--- config.mk ---
export PLATFORM = sky130hd
export DESIGN_NAME = vm_char_writer
export DESIGN_NICKNAME = d
export VERILOG_FILES = /design/src/rtl/vm_char_writer.sv
export SDC_FILE = /design/constraint.sdc
export NUM_CORES = 1
export LEC_CHECK = 0
export BUFFER_PORTS_ARGS = -buffer_cell sky130_fd_sc_hd__buf_2
export CORE_MARGIN = 3
export CORE_UTILIZATION = 25
export CTS_CLUSTER_DIAMETER = 80
export DETAILED_ROUTE_END_ITERATION = 7
export PLACE_DENSITY_LB_ADDON = 0.1
export SETUP_SLACK_MARGIN = 0.2
export SKIP_LAST_GASP = 1
export SYNTH_ARGS = -nofsm -noshare
export SYNTH_HDL_FRONTEND = slang
export SYNTH_SLANG_ARGS = --single-unit
--- constraint.sdc ---
create_clock -name write_clk -period 4.8 [get_ports write_clk]
set_clock_uncertainty 0.1 [all_clocks]
set_input_delay 0.24 -clock write_clk [delete_from_list [all_inputs] [get_ports write_clk]]
set_output_delay 0.24 -clock write_clk [all_outputs]
set_load 0.05 [all_outputs]
--- src/rtl/vm_char_writer.sv ---
// Character writer: turns a byte stream into video-memory writes with cursor tracking,
// CR/LF/BS handling and form-feed screen clear. Define VM_WRITER_LINE_CLEAR_EN to blank each new row.
module vm_char_writer #(
  parameter int unsigned CH_WIDTH_SCREEN  = 106,
  parameter int unsigned CH_HEIGHT_SCREEN = 40,
  parameter int unsigned CH_SCREENSIZE    = CH_WIDTH_SCREEN * CH_HEIGHT_SCREEN
) (
  input  logic        write_clk,
  input  logic        rst_n,
  input  logic [7:0]  tx_ch,
  input  logic        tx_valid,
  output logic        tx_ready,
  output logic [12:0] vm_wr_addr,
  output logic [7:0]  vm_ch_out,
  output logic        vm_ch_write_enable,
  output logic [6:0]  cursor_col,
  output logic [5:0]  cursor_row,
  output logic        busy
);

  localparam int unsigned AW = 13;
  localparam int unsigned CW = 7;
  localparam int unsigned RW = 6;

  localparam logic [7:0] CH_BS    = 8'h08;
  localparam logic [7:0] CH_LF    = 8'h0A;
  localparam logic [7:0] CH_FF    = 8'h0C;
  localparam logic [7:0] CH_CR    = 8'h0D;
  localparam logic [7:0] CH_SPACE = 8'h20;

  typedef enum logic [1:0] {
    IDLE       = 2'd0,
    CLR_LINE   = 2'd1,
    CLR_SCREEN = 2'd2
  } state_t;

  state_t          state_q, state_d;
  logic [AW-1:0]   clr_addr_q, clr_addr_d;
  logic [CW-1:0]   clr_cnt_q, clr_cnt_d;
  logic [CW-1:0]   col_d;
  logic [RW-1:0]   row_d;
  logic [AW-1:0]   addr_d;
  logic [7:0]      ch_d;
  logic            we_d;
  logic            ready_d;
  logic            row_adv;
  logic [AW-1:0]   cur_addr;
  logic [RW-1:0]   next_row;

  // Linear cell index of the cursor and the row that follows it (wrapping, no scroll)
  assign cur_addr = AW'(AW'(cursor_row) * AW'(CH_WIDTH_SCREEN)) + AW'(cursor_col);
  assign next_row = (cursor_row == RW'(CH_HEIGHT_SCREEN - 1)) ? '0 : cursor_row + RW'(1);

  // State and output registers
  always_ff @(posedge write_clk or negedge rst_n) begin
    if (!rst_n) begin
      state_q            <= IDLE;
      clr_addr_q         <= '0;
      clr_cnt_q          <= '0;
      cursor_col         <= '0;
      cursor_row         <= '0;
      vm_wr_addr         <= '0;
      vm_ch_out          <= '0;
      vm_ch_write_enable <= 1'b0;
      tx_ready           <= 1'b0;
      busy               <= 1'b0;
    end else begin
      state_q            <= state_d;
      clr_addr_q         <= clr_addr_d;
      clr_cnt_q          <= clr_cnt_d;
      cursor_col         <= col_d;
      cursor_row         <= row_d;
      vm_wr_addr         <= addr_d;
      vm_ch_out          <= ch_d;
      vm_ch_write_enable <= we_d;
      tx_ready           <= ready_d;
      busy               <= !ready_d;
    end
  end

  // Next-state, cursor and write decode
  always_comb begin
    state_d    = state_q;
    clr_addr_d = clr_addr_q;
    clr_cnt_d  = clr_cnt_q;
    col_d      = cursor_col;
    row_d      = cursor_row;
    addr_d     = vm_wr_addr;
    ch_d       = vm_ch_out;
    we_d       = 1'b0;
    row_adv    = 1'b0;

    case (state_q)
      IDLE: begin
        if (tx_valid && tx_ready) begin
          case (tx_ch)
            CH_CR: col_d = '0;
            CH_LF: begin
              col_d   = '0;
              row_adv = 1'b1;
            end
            CH_BS: begin
              if (cursor_col != '0) begin
                col_d  = cursor_col - CW'(1);
                we_d   = 1'b1;
                addr_d = cur_addr - AW'(1);
                ch_d   = CH_SPACE;
              end
            end
            CH_FF: begin
              state_d    = CLR_SCREEN;
              clr_addr_d = '0;
            end
            default: begin
              we_d   = 1'b1;
              addr_d = cur_addr;
              ch_d   = tx_ch;
              if (cursor_col == CW'(CH_WIDTH_SCREEN - 1)) begin
                col_d   = '0;
                row_adv = 1'b1;
              end else begin
                col_d = cursor_col + CW'(1);
              end
            end
          endcase
        end
      end
      CLR_LINE: begin
        we_d       = 1'b1;
        addr_d     = clr_addr_q;
        ch_d       = CH_SPACE;
        clr_addr_d = clr_addr_q + AW'(1);
        clr_cnt_d  = clr_cnt_q + CW'(1);
        if (clr_cnt_q == CW'(CH_WIDTH_SCREEN - 1)) state_d = IDLE;
      end
      CLR_SCREEN: begin
        we_d       = 1'b1;
        addr_d     = clr_addr_q;
        ch_d       = CH_SPACE;
        clr_addr_d = clr_addr_q + AW'(1);
        if (clr_addr_q == AW'(CH_SCREENSIZE - 1)) begin
          state_d = IDLE;
          col_d   = '0;
          row_d   = '0;
        end
      end
      default: state_d = IDLE;
    endcase

    if (row_adv) begin
      row_d = next_row;
`ifdef VM_WRITER_LINE_CLEAR_EN
      state_d    = CLR_LINE;
      clr_addr_d = AW'(AW'(next_row) * AW'(CH_WIDTH_SCREEN));
      clr_cnt_d  = '0;
`endif
    end

    ready_d = (state_d == IDLE);
  end

endmodule

-- Word-level counts from Yosys, hierarchy flattened
Index checks and enable logic that the tools add are counted.
- word-level logic and storage cells: 85
- output and inout bits: 37
- input bits: 11
- register bits after elaboration: 59
- $mul: 1
- $add $sub $neg: 7
- reductions and logical operators: 17
- equal/unequal tests: 16
- muxes and demuxes: 34
- operators with widths (cell ; number):
    13-bit case mux with 2 select lines ; 3
    13-bit two-way mux ; 4
    8-bit by 4-bit equality test with 1-bit output (second input constant) ; 4
    8-bit case mux with 2 select lines ; 2
    7-bit two-way mux ; 4
    6-bit two-way mux ; 4
    7-bit case mux with 3 select lines ; 1
    8-bit two-way mux ; 2
    7-bit by 1-bit adder with 7-bit output (second input constant) ; 2
    7-bit equality test (second input constant) ; 2
    7-bit case mux with 2 select lines ; 1
    13-bit by 1-bit adder with 13-bit output (second input constant) ; 1
    13-bit by 7-bit adder with 13-bit output ; 1
    13-bit equality test (second input constant) ; 1
    13-bit by 1-bit subtractor with 13-bit output (second input constant) ; 1
    6-bit by 6-bit multiplier with 12-bit output (second input constant) ; 1
    2-bit two-way mux ; 4
    2-bit != test (second input constant) ; 4
    2-bit nonzero test ; 4
    7-bit nonzero test ; 1
    7-bit by 1-bit subtractor with 7-bit output (second input constant) ; 1
    6-bit by 1-bit adder with 6-bit output (second input constant) ; 1
    6-bit equality test (second input constant) ; 1
    1-bit case mux with 2 select lines ; 3
    15 further kinds ; 22

-- Longest topological paths before layout
Gate-level depths: netlist (run 1).
- word-level depth: 7
- gate-level depth with buffers: 16
- gate-level depth less buffers: 16

-- Least setup slack after synthesis (run 1)
Ideal clock, no wire load.
- kind: reg2reg
- start point: reg cursor_row[0]
- end point: reg vm_wr_addr[12]
- stages on the path, launching flop included: 15
- setup slack: 0.111 ns
- setup time: 0.137 ns
- period minus slack after synthesis: 4.689 ns
- arrival: 4.452 ns
- buffers on the path: 0
- required time: 4.563 ns
- cells stage by stage: dfrtp_1 -> ha_1 -> ha_1 -> fa_1 -> inv_1 -> fa_1 -> inv_1 -> ha_1 -> or4b_2 -> o2111ai_1 -> nor3_1 -> o31ai_1 -> mux2i_1 -> xnor2_1 -> a21oi_1
- longest elaborated chain between the ends: 7
- RTL lines (item ; line ; source):
    start: declaration ; 17 ; output logic [5:0] cursor_row,
    start signal: assignment ; 72 ; cursor_row <= row_d;
    6-bit by 6-bit multiplier with 12-bit output (*) ; 51 ; assign cur_addr = AW'(AW'(cursor_row) * AW'(CH_WIDTH_SCREEN)) + AW'(cursor_col);
    13-bit by 7-bit adder with 13-bit output (*) ; 51 ;
    13-bit by 1-bit subtractor with 13-bit output ; 106 ; addr_d = cur_addr - AW'(1);
    13-bit two-way mux ; 103 ; if (cursor_col != '0) begin
    13-bit case mux with 2 select lines (*) ; 96 ; case (tx_ch)
    13-bit two-way mux (*) ; 95 ; if (tx_valid && tx_ready) begin
    13-bit case mux with 2 select lines (*) ; 93 ; case (state_q)
    end signal: assignment ; 73 ; vm_wr_addr <= addr_d;
    end: declaration ; 13 ; output logic [12:0] vm_wr_addr,
Every way passes the cells marked *; elsewhere a longest branch is shown, timed or not. The select of a mux whose other input is x is not followed.
A chain may end at the register's enable or synchronous reset.

-- Worst setup path in the final report (run 1)
- start point: reg cursor_row[3]
- end point: reg vm_wr_addr[9]
The elaborated chain is that of the path after synthesis.

==> key figures, run 1 <==
Run status
  • Status: finished, violations left
  • Failing checks: negative hold slack

Global routing
  • Congestion Overflow GR: 0
  • Initial antenna violation count: 0
  • Vias in the first global route: 3,842
  • Largest net degree at the start of global routing: 60
  • Global-route wire length before repair: 20,250 um
  • Gr usage total: 12.89%

Yosys
  • Fraction of registers with async set/reset: 100.0%
  • Number of synthesized flops with an enable pin: 0
  • Synth top area share: 33.03%
  • Mean Syn Cell Area: 9.068 um^2
  • Syn nets: 557
  • Post-synthesis cell type count: 69
  • Cell Area, Synth: 0.004471 mm^2
  • Post-synthesis register bit count: 59
  • Cell taking the most area after synthesis: dfrtp_1
  • Synthesis Warnings: 0
  • Dominant cells by area after synthesis: dfrtp_1, ha_1, o21ai_0
  • Cells after Synth: 493
  • Top FF cell, synth: dfrtp_1
  • Seq/Total Area, Yosys: 33.03%

Route
  • Routed WL per cell: 15.54 um
  • DRT antenna net count: 0
  • DRC errors left: 0
  • Vias: 3,840
  • DRT iter0 DRCs: 223
  • Vias per inst: 4.904
  • Post-Route WL: 12,170 um
  • Drt pass-1 iters: 6

Worst setup path
  • Crit path buf inv count: 4
  • Worst stage delay on the critical path: 0.57 ns
  • CP Max Fanout: 7
  • Worst setup SP type: flip-flop
  • Worst path required time: 4.93 ns
  • Critical Path End Type: flip-flop
  • Cell Chain, Critical Path: ha_1, ha_1, fa_1, inv_1, fa_1, inv_1, ha_1, buf_4, nor2b_1, o211ai_1, buf_4, xnor2_1, nand3_1, o21ai_1, xnor2_1, a221o_1
  • Slowest-stage cell, CP: fa_1
  • Critical path class: reg2reg
  • Crit-path most repeated cell: ha_1
  • Worst Path Arrival: 4.52 ns
  • CP delay by family, top: adder cells

Timing
  • Min Hold Slack: -0.03467 ns
  • Max Slew Vio Count: 0
  • Min cycle time layout: 4.396 ns
  • # setup viols final: 0
  • Period utilisation layout: 91.57%
  • Setup TNS: 0 ns
  • Slew @ Worst Pin: 0.9488 ns
  • Fin. Hold Viols: 59
  • Slew margin rel.: 36.52%
  • Max Clk Rate: 0.2275 GHz
  • RSZ-0062 raised after global routing: false

Power
  • Total power: 1.177 mW
  • Power density over the cells: 219.0 mW/mm^2
  • Lkg Pwr: 2.619 nW
  • Max IR drop VDD: 0.1557 mV

Final layout
  • Final nets: 617
  • Register area: 0.001481 mm^2
  • Area of the multi-input gates: 0.002833 mm^2
  • P&R area growth vs syn: 20.18%
  • Layout cells sized above 1: 19.18%
  • Commonest non-fill, non-tap cell in the layout: dfrtp_1
  • Most frequent cells in the layout: dfrtp_1, ha_1, buf_2
  • Number of diodes: 0
  • Layout filler cell count: 1,871

Place
  • Dpl hpwl: 9074 um
  • Final GP Congestion: 0.8099
  • Port Buffers: 47

Clocking
  • CTS tree: yes
  • Clk_lat worst skew: 0.35 ns
  • Clock buffer count from CTS: 9
  • Root buffer cell: clkbuf_16
  • Post-CTS Hold Fix Bufs: 0
  • # clock sinks: 59
  • Maximum clock path buffer count: 2
  • H-Tree Depth: 3
  • Worst-path clk slew: 0.06 ns

Floorplanning
  • Die height: 139.7 um
  • IO Count: 48
  • Die ar.: 0.01952 mm^2
  • Placement Rows: 48
  • CORE AREA: 0.01742 mm^2
  • Die X: 139.7 um
  • Starting Density: 25.67%

Min path
  • Hold Path Class: in2async

Flow run
  • Max_cap viols: 0
state kept, by name, indices dropped and copies added (netlist names):
register	count
clr_addr_q	13
tx_ready	1
state_q	2
clr_cnt_q	7
busy	1
vm_wr_addr	13
cursor_col	7
vm_ch_write_enable	1
cursor_row	6
vm_ch_out	8
layer usage:
| metal | vias up | wire, um | GRT usage, % |
|---|---|---|---|
| met5 | - | 0 | 0 |
| met4 | 0 | 204 | 5.150 |
| met3 | 13 | 402 | 2.440 |
| met2 | 52 | 5627 | 20.16 |
| met1 | 1860 | 5930 | 17.58 |
| li1 | 1915 | - | - |
stage by stage:
| stage | std cells | hold WS (ns) | setup WS, ns | utilization, % | area (um^2) |
|---|---|---|---|---|---|
| 2_1_floorplan | 493 | -0.1556 | 0.2925 | - | 4476 |
| 3_3_place_gp | 758 | 0.3493 | 0.3136 | 28.61 | 4984 |
| 3_5_place_dp | 758 | 0.3595 | 0.2428 | 28.61 | 4984 |
| 4_1_cts | 774 | 0.001885 | 0.2308 | 30.30 | 5278 |
| 5_1_grt | 783 | 0.03647 | 0.1730 | 30.85 | 5373 |
| 6_report | 783 | -0.03467 | 0.4045 | 30.85 | 5373 |
final timing paths:
kind	slack, ns	start	cells after the start	endpoint
max	0.40	cursor_row[3]	16	vm_wr_addr[9]
min	-0.03	rst_n	2	clr_cnt_q[5]
max reg2reg	0.40	cursor_row[3]	16	vm_wr_addr[9]
min reg2reg	0.36	vm_wr_addr[2]	2	vm_wr_addr[2]
max in group asynchronous	4.08	rst_n	2	cursor_row[1]
min in group write_clk	0.06	tx_ch[7]	2	vm_ch_out[7]
Yosys cell counts, drive strengths merged (2+ instances only):
library cell	number
a211oi	4
and3	8
xnor2	20
fa	6
o31ai	8
o21a	4
and2	4
a32o	3
clkbuf	11
a211o	2
o221ai	2
nand4	8
nor2	40
o22a	3
nor2b	5
nand4b	2
buf	2
mux2	2
ha	47
nor3	13
xor2	14
a221o	3
a31o	3
a22o	9
o22ai	4
nand2	38
mux2i	3
nor3b	2
a31oi	4
or3	6
o21ai	37
o211ai	6
nand2b	5
inv	36
nand3	10
a21oi	31
a311oi	2
nor4	5
and3b	2
dfrtp	59
or2	3
where the power goes:
group	internal, mW	switching, mW	leakage (nW)
registers	0.498	0	0.748
logic	0.00651	0.0187	1.73
clock network	0.399	0.254	0.141
cell type report:
class	instances	area share [%]
multi-input cells	385	52.72
clock buffers	9	4.192
well taps	225	5.240
flip-flops and latches	59	27.57
inverters	36	2.515
repair buffers	62	6.474
clock inverters	7	1.281
timing repair:
action,in CTS,in global routing
resized for setup,0,6
buffers inserted,0,9
endpoints found under the setup margin,0,5
endpoints found under the hold margin,0,0
cells by family after synthesis:
family / share of synthesized area, %
DFF: 33.03
buffers and inverters: 4.226
AOI/OAI and AO/OA: 20.49
adders and majority gates: 15.84
xor gates and xnor gates: 6.829
muxes: 1.175
and+or+nand+nor: 18.42
(Power assumes the default switching activity.)
==> run 2: changes to the inputs <==
Settings changed: CORE_ASPECT_RATIO set to 1.2.
==> key figures, run 2 (synthesis results as in run 1) <==
Run status
  • Status: finished, violations left (unchanged)
  • Failing checks: negative hold slack (unchanged)

Clocking
  • Root buffer cell: clkbuf_16 (unchanged)
  • CTS tree: yes (unchanged)
  • Maximum clock path buffer count: 2 (unchanged)
  • Worst-path clk slew: 0.06 ns (about the same)
  • H-Tree Depth: 3 (unchanged)
  • Post-CTS Hold Fix Bufs: 0 (unchanged)
  • # clock sinks: 59 (unchanged)
  • Clock buffer count from CTS: 9 (unchanged)
  • Clk_lat worst skew: 0.34 ns (was 0.35 ns)

Route
  • Post-Route WL: 12,050 um (was 12,170 um)
  • Drt pass-1 iters: 5 (was 6)
  • Vias: 3,813 (was 3,840)
  • DRC errors left: 0 (unchanged)
  • Routed WL per cell: 15.63 um (was 15.54 um)
  • Vias per inst: 4.946 (was 4.904)
  • DRT iter0 DRCs: 115 (was 223)
  • DRT antenna net count: 0 (unchanged)

Place
  • Dpl hpwl: 9151 um (was 9074 um)
  • Port Buffers: 47 (unchanged)
  • DP Area: 0.004987 mm^2 (was 0.004984 mm^2)
  • Final GP Congestion: 0.7800 (was 0.8099)

Final layout
  • Layout cells sized above 1: 18.92% (was 19.18%)
  • Number of diodes: 0 (unchanged)
  • Post-route cell area: 0.005385 mm^2 (was 0.005373 mm^2)
  • Most frequent cells in the layout: dfrtp_1, ha_1, buf_2 (unchanged)
  • Biggest regs: clr_addr_q x13, vm_wr_addr x13, vm_ch_out x8 (unchanged)
  • P&R area growth vs syn: 20.46% (was 20.18%)
  • Final nets: 614 (was 617)
  • Layout filler cell count: 1,835 (was 1,871)
  • Commonest non-fill, non-tap cell in the layout: dfrtp_1 (unchanged)
  • Register area: 0.001481 mm^2 (unchanged)
  • Area of the multi-input gates: 0.002844 mm^2 (was 0.002833 mm^2)

Global routing
  • Initial antenna violation count: 0 (unchanged)
  • Global-route wire length before repair: 19,950 um (was 20,250 um)
  • Vias in the first global route: 3,835 (was 3,842)
  • Largest net degree at the start of global routing: 60 (unchanged)
  • Gr usage total: 12.66% (was 12.89%)
  • Congestion Overflow GR: 0 (unchanged)

Floorplanning
  • Starting Density: 26.03% (was 25.67%)
  • Placement Rows: 52 (was 48)
  • IO Count: 48 (unchanged)
  • Die ar.: 0.01953 mm^2 (was 0.01952 mm^2)
  • Die height: 152.5 um (was 139.7 um)
  • CORE AREA: 0.01718 mm^2 (was 0.01742 mm^2)
  • Die X: 128.1 um (was 139.7 um)

Timing
  • Slew @ Worst Pin: 0.9979 ns (was 0.9488 ns)
  • RSZ-0062 raised after global routing: false (unchanged)
  • Min cycle time layout: 4.312 ns (was 4.396 ns)
  • Max Slew Vio Count: 0 (unchanged)
  • Min Hold Slack: -0.02513 ns (was -0.03467 ns)
  • Fin. Hold Viols: 34 (was 59)
  • Slew margin rel.: 33.23% (was 36.52%)
  • Period utilisation layout: 89.82% (was 91.57%)
  • # setup viols final: 0 (unchanged)
  • Setup TNS: 0 ns (unchanged)
  • Max Clk Rate: 0.2319 GHz (was 0.2275 GHz)

Worst setup path
  • Critical Path End Type: flip-flop (unchanged)
  • Worst path required time: 4.86 ns (was 4.93 ns)
  • Worst Path Arrival: 4.38 ns (was 4.52 ns)
  • Critical path class: reg2reg (unchanged)
  • CP Max Fanout: 7 (unchanged)
  • Worst setup SP type: flip-flop (unchanged)

Power
  • Lkg Pwr: 2.628 nW (was 2.619 nW)
  • Max IR drop VDD: 0.1403 mV (was 0.1557 mV)
  • Power density over the cells: 231.6 mW/mm^2 (was 219.0 mW/mm^2)

Flow run
  • Max_cap viols: 0 (unchanged)

Min path
  • Hold Path Class: in2async (unchanged)
run 2: worst paths after layout:
kind,start,endpoint,slack (ns),depth (start not counted)
max in group asynchronous,rst_n,cursor_row[0],4.08,2
min reg2reg,vm_wr_addr[2],vm_wr_addr[2],0.36,2
min in group write_clk,tx_ch[6],vm_ch_out[6],0.08,2
min,rst_n,clr_cnt_q[2],-0.03,2
max reg2reg,cursor_row[3],vm_wr_addr[12],0.49,15
max,cursor_row[3],vm_wr_addr[12],0.49,15
run 2: repair_timing:
action	4_1_cts	5_1_grt
resized for setup	0	7
endpoints found under the setup margin	0	5
buffers inserted	0	4
run 2: metal layers:
metal,share of wire [%],track usage [%],up-vias
met5,0,0,-
met4,1.3,3.943,0
met3,3.9,2.945,12
met2,48,20.99,61
met1,47,16.22,1838
li1,-,-,1902
run 2: through the flow:
step | setup WS [ns] | instances | hold slack [ns] | total power, mW | util [%]
3_3_place_gp | 0.3075 | 751 | 0.3531 | 0.5333 | 29.04
2_1_floorplan | 0.2925 | 493 | -0.1556 | 0.5140 | -
3_5_place_dp | 0.2514 | 751 | 0.3518 | 0.5336 | 29.04
4_1_cts | 0.2250 | 767 | 0.01080 | 1.270 | 30.95
6_report | 0.4885 | 771 | -0.02513 | 1.247 | 31.35
5_1_grt | 0.2067 | 771 | 0.05446 | 1.293 | 31.35
run 2: final cells by class:
cell class | count | share of cell area (%)
inverters | 36 | 2.509
flip-flops and latches | 59 | 27.51
well taps | 216 | 5.019
multi-input cells | 385 | 52.81
clock inverters | 4 | 1.348
repair buffers | 59 | 6.041
clock buffers | 12 | 4.763
run 2: power by group:
| group | leakage (nW) | switching [mW] | internal, mW |
|---|---|---|---|
| combinational | 1.72 | 0.0196 | 0.00646 |
| sequential | 0.748 | 0 | 0.498 |
| clock | 0.159 | 0.242 | 0.482 |
run 2: critical path: stages (launching register included):
cell and delay [ns]:
dfrtp_2 0.43, ha_1 0.30, ha_1 0.31, fa_1 0.52, inv_1 0.07, fa_1 0.53
inv_1 0.04, ha_1 0.27, buf_4 0.16, nor2b_1 0.13, o211ai_1 0.35, nor4_2 0.10
o31ai_2 0.35, mux2i_1 0.26, xnor2_1 0.14, a21oi_1 0.08
==> run 3: changes to the inputs <==
Settings changed: RECOVER_POWER set to 50, SLEW_MARGIN set to 20.
==> key figures, run 3 (synthesis results as in run 1) <==
Floorplanning
  • Placement Rows: 52 (unchanged)
  • CORE AREA: 0.01718 mm^2 (unchanged)
  • Die height: 152.5 um (unchanged)
  • Starting Density: 26.03% (unchanged)
  • IO Count: 48 (unchanged)
  • Die ar.: 0.01953 mm^2 (unchanged)
  • Die X: 128.1 um (unchanged)

Global routing
  • Initial antenna violation count: 0 (unchanged)
  • Layer with the highest usage: met2 (unchanged)
  • Global-route wire length before repair: 19,950 um (unchanged)
  • Congestion Overflow GR: 0 (unchanged)
  • Largest net degree at the start of global routing: 60 (unchanged)
  • GR Util met2: 20.99% (unchanged)
  • GR Layer Usage met1: 16.22% (unchanged)
  • Gr usage total: 12.66% (unchanged)
  • Vias in the first global route: 3,835 (unchanged)
  • Grt met3 use: 2.945% (unchanged)

Power
  • Sequential share of power: 39.9% (about the same)
  • Power density over the cells: 232.5 mW/mm^2 (was 231.6 mW/mm^2)
  • NetSw: 0.2608 mW (was 0.2611 mW)
  • Switching share of power: 20.92% (was 20.94%)
  • Max IR drop VDD: 0.1406 mV (was 0.1403 mV)
  • Logic pwr share: 2.1% (about the same)
  • Clk pwr share: 58.0% (about the same)
  • Lkg Pwr: 2.571 nW (was 2.628 nW)
  • Total power: 1.247 mW (about the same)
  • Int Power: 0.9858 mW (was 0.9862 mW)

Final layout
  • Layout cells sized above 1: 15.86% (was 18.92%)
  • Biggest regs: clr_addr_q x13, vm_wr_addr x13, vm_ch_out x8 (unchanged)
  • Final nets: 614 (unchanged)
  • Most frequent cells in the layout: dfrtp_1, ha_1, nor2_1 (was dfrtp_1, ha_1, buf_2)
  • Commonest non-fill, non-tap cell in the layout: dfrtp_1 (unchanged)
  • Number of diodes: 0 (unchanged)
  • P&R area growth vs syn: 19.93% (was 20.46%)

Worst setup path
  • Worst R2R End: vm_wr_addr[12] (unchanged)
  • CP delay by family, top: adder cells (unchanged)
  • Worst stage delay on the critical path: 0.55 ns (was 0.53 ns)
  • R2r worst-path depth: 15 (unchanged)
  • Cell Chain, Critical Path: buf_4, ha_1, inv_1, fa_1, fa_1, inv_1, ha_1, nor2b_1, o22a_1, xor2_1, nor4_1, o31ai_2, mux2i_1, xnor2_1, a21oi_1 (was ha_1, ha_1, fa_1, inv_1, fa_1, inv_1, ha_1, buf_4, nor2b_1, o211ai_1, nor4_2, o31ai_2, mux2i_1, xnor2_1, a21oi_1)
  • Worst setup SP type: flip-flop (unchanged)
  • Crit path buf inv count: 3 (unchanged)
  • Slowest-stage cell, CP: fa_1 (unchanged)
  • Worst Path Arrival: 4.38 ns (about the same)
  • Worst R2R Setup Slack: 0.49 ns (about the same)
  • Worst path required time: 4.86 ns (about the same)
  • Critical path class: reg2reg (unchanged)
  • CP Max Fanout: 6 (was 7)
  • Crit path from: cursor_row[1] (was cursor_row[3])
  • Critical Path End Type: flip-flop (unchanged)
  • Worst flop-to-flop path startpoint: cursor_row[1] (was cursor_row[3])

Clocking
  • Worst-path clk slew: 0.06 ns (about the same)
  • H-Tree Depth: 3 (unchanged)
  • Clk_lat worst skew: 0.34 ns (about the same)
  • CTS tree: yes (unchanged)
  • # clock sinks: 59 (unchanged)
  • Maximum clock path buffer count: 2 (unchanged)
  • Root buffer cell: clkbuf_16 (unchanged)
  • Clock buffer count from CTS: 9 (unchanged)

Place
  • Final GP Congestion: 0.7800 (unchanged)
  • Dpl hpwl: 9151 um (unchanged)
  • Port Buffers: 47 (unchanged)

Run status
  • Failing checks: max-capacitance violations, max-slew violations (was negative hold slack)
  • Status: finished, violations left (unchanged)

Timing
  • Fin. Hold Viols: 0 (was 34)
  • Min cycle time layout: 4.312 ns (about the same)
  • # setup viols final: 0 (unchanged)
  • Max Clk Rate: 0.2319 GHz (about the same)
  • Max Slew Vio Count: 60 (was 0)
  • RSZ-0062 raised after global routing: false (unchanged)
  • Slew @ Worst Pin: 3.314 ns (was 0.9979 ns)
  • Slew margin rel.: -120.9% (was 33.23%)
  • Period utilisation layout: 89.84% (was 89.82%)
  • Setup TNS: 0 ns (unchanged)

Route
  • Vias per inst: 4.948 (was 4.946)
  • DRT iter0 DRCs: 108 (was 115)
  • Vias: 3,815 (was 3,813)
  • Routed WL per cell: 15.64 um (was 15.63 um)
  • Drt pass-1 iters: 5 (unchanged)
  • Post-Route WL: 12,060 um (was 12,050 um)
  • DRT antenna net count: 0 (unchanged)
  • DRC errors left: 0 (unchanged)

Min path
  • Hold depth: 2
  • Endpoint, Worst Hold: vm_ch_out[6]
  • Hold Path Class: in2reg (was in2async)
  • Worst hold start: tx_ch[6]

Flow run
  • Max_cap viols: 1 (was 0)
[run 3: cell count changes in the layout (fill, tap and decap cells not counted)]
cell      previous run  this run
buf_2               47        31
buf_4               12        11
clkbuf_1             1        18
[run 3: worst max-delay path by stage]
stage / slack, ns / depth (start not counted) / end
6_report: 0.49 / 15 / vm_wr_addr[12]
5_1_grt: 0.21 / 15 / vm_wr_addr[12]
4_1_cts: 0.23 / 14 / vm_wr_addr[12]
3_5_place_dp: 0.25 / 14 / vm_wr_addr[12]
3_3_place_gp: 0.31 / 14 / vm_wr_addr[12]
2_1_floorplan: 0.29 / 14 / vm_wr_addr[12]
[run 3: power by group through the flow]
stage	clock network, mW	registers [mW]	logic [mW]
detailed placement	0	0.506	0.0271
floorplan	0	0.507	0.00740
global route	0.765	0.497	0.0297
global placement	0	0.506	0.0269
finish	0.723	0.498	0.0256
CTS	0.746	0.498	0.0273
[run 3: worst reg2reg max path, cell delays in order (launching register included)]
cell     delay [ns]
dfrtp_2        0.40
buf_4          0.17
ha_1           0.30
inv_1          0.08
fa_1           0.44
fa_1           0.55
inv_1          0.04
ha_1           0.33
nor2b_1        0.25
o22a_1         0.25
xor2_1         0.29
nor4_1         0.14
o31ai_2        0.33
mux2i_1        0.26
xnor2_1        0.14
a21oi_1        0.08
[run 3: repair_timing]
item,CTS,global route
setup endpoints to repair,0,5
buffers inserted,0,4
resized for setup,0,7
hold buffers,0,0
[run 3: final cells by class]
class	count	area (um^2)
tap	216	270.3
timing repair buffer	59	301.5
sequential	59	1481
clock buffer	12	256.5
fill	1843	11820
clock inverter	4	72.57
multi-input combinational	385	2844
inverter	36	135.1
[run 3: stage by stage]
step,util (%),hold WS (ns),instances,cell area [um^2],setup WS (ns)
global placement,29.04,0.3531,751,4987,0.3075
detailed placement,29.04,0.3518,751,4987,0.2514
CTS,30.95,0.01080,767,5316,0.2250
finish,31.21,0.07755,771,5361,0.4877
floorplan,-,-0.1556,493,4476,0.2925
global route,31.21,0.07908,771,5361,0.2067
[run 3: per-layer routing]
layer / vias up / wire, um
met1: 1839 / 5686
met2: 62 / 5766
li1: 1903 / -
met4: 0 / 150
met5: - / 0
met3: 11 / 456
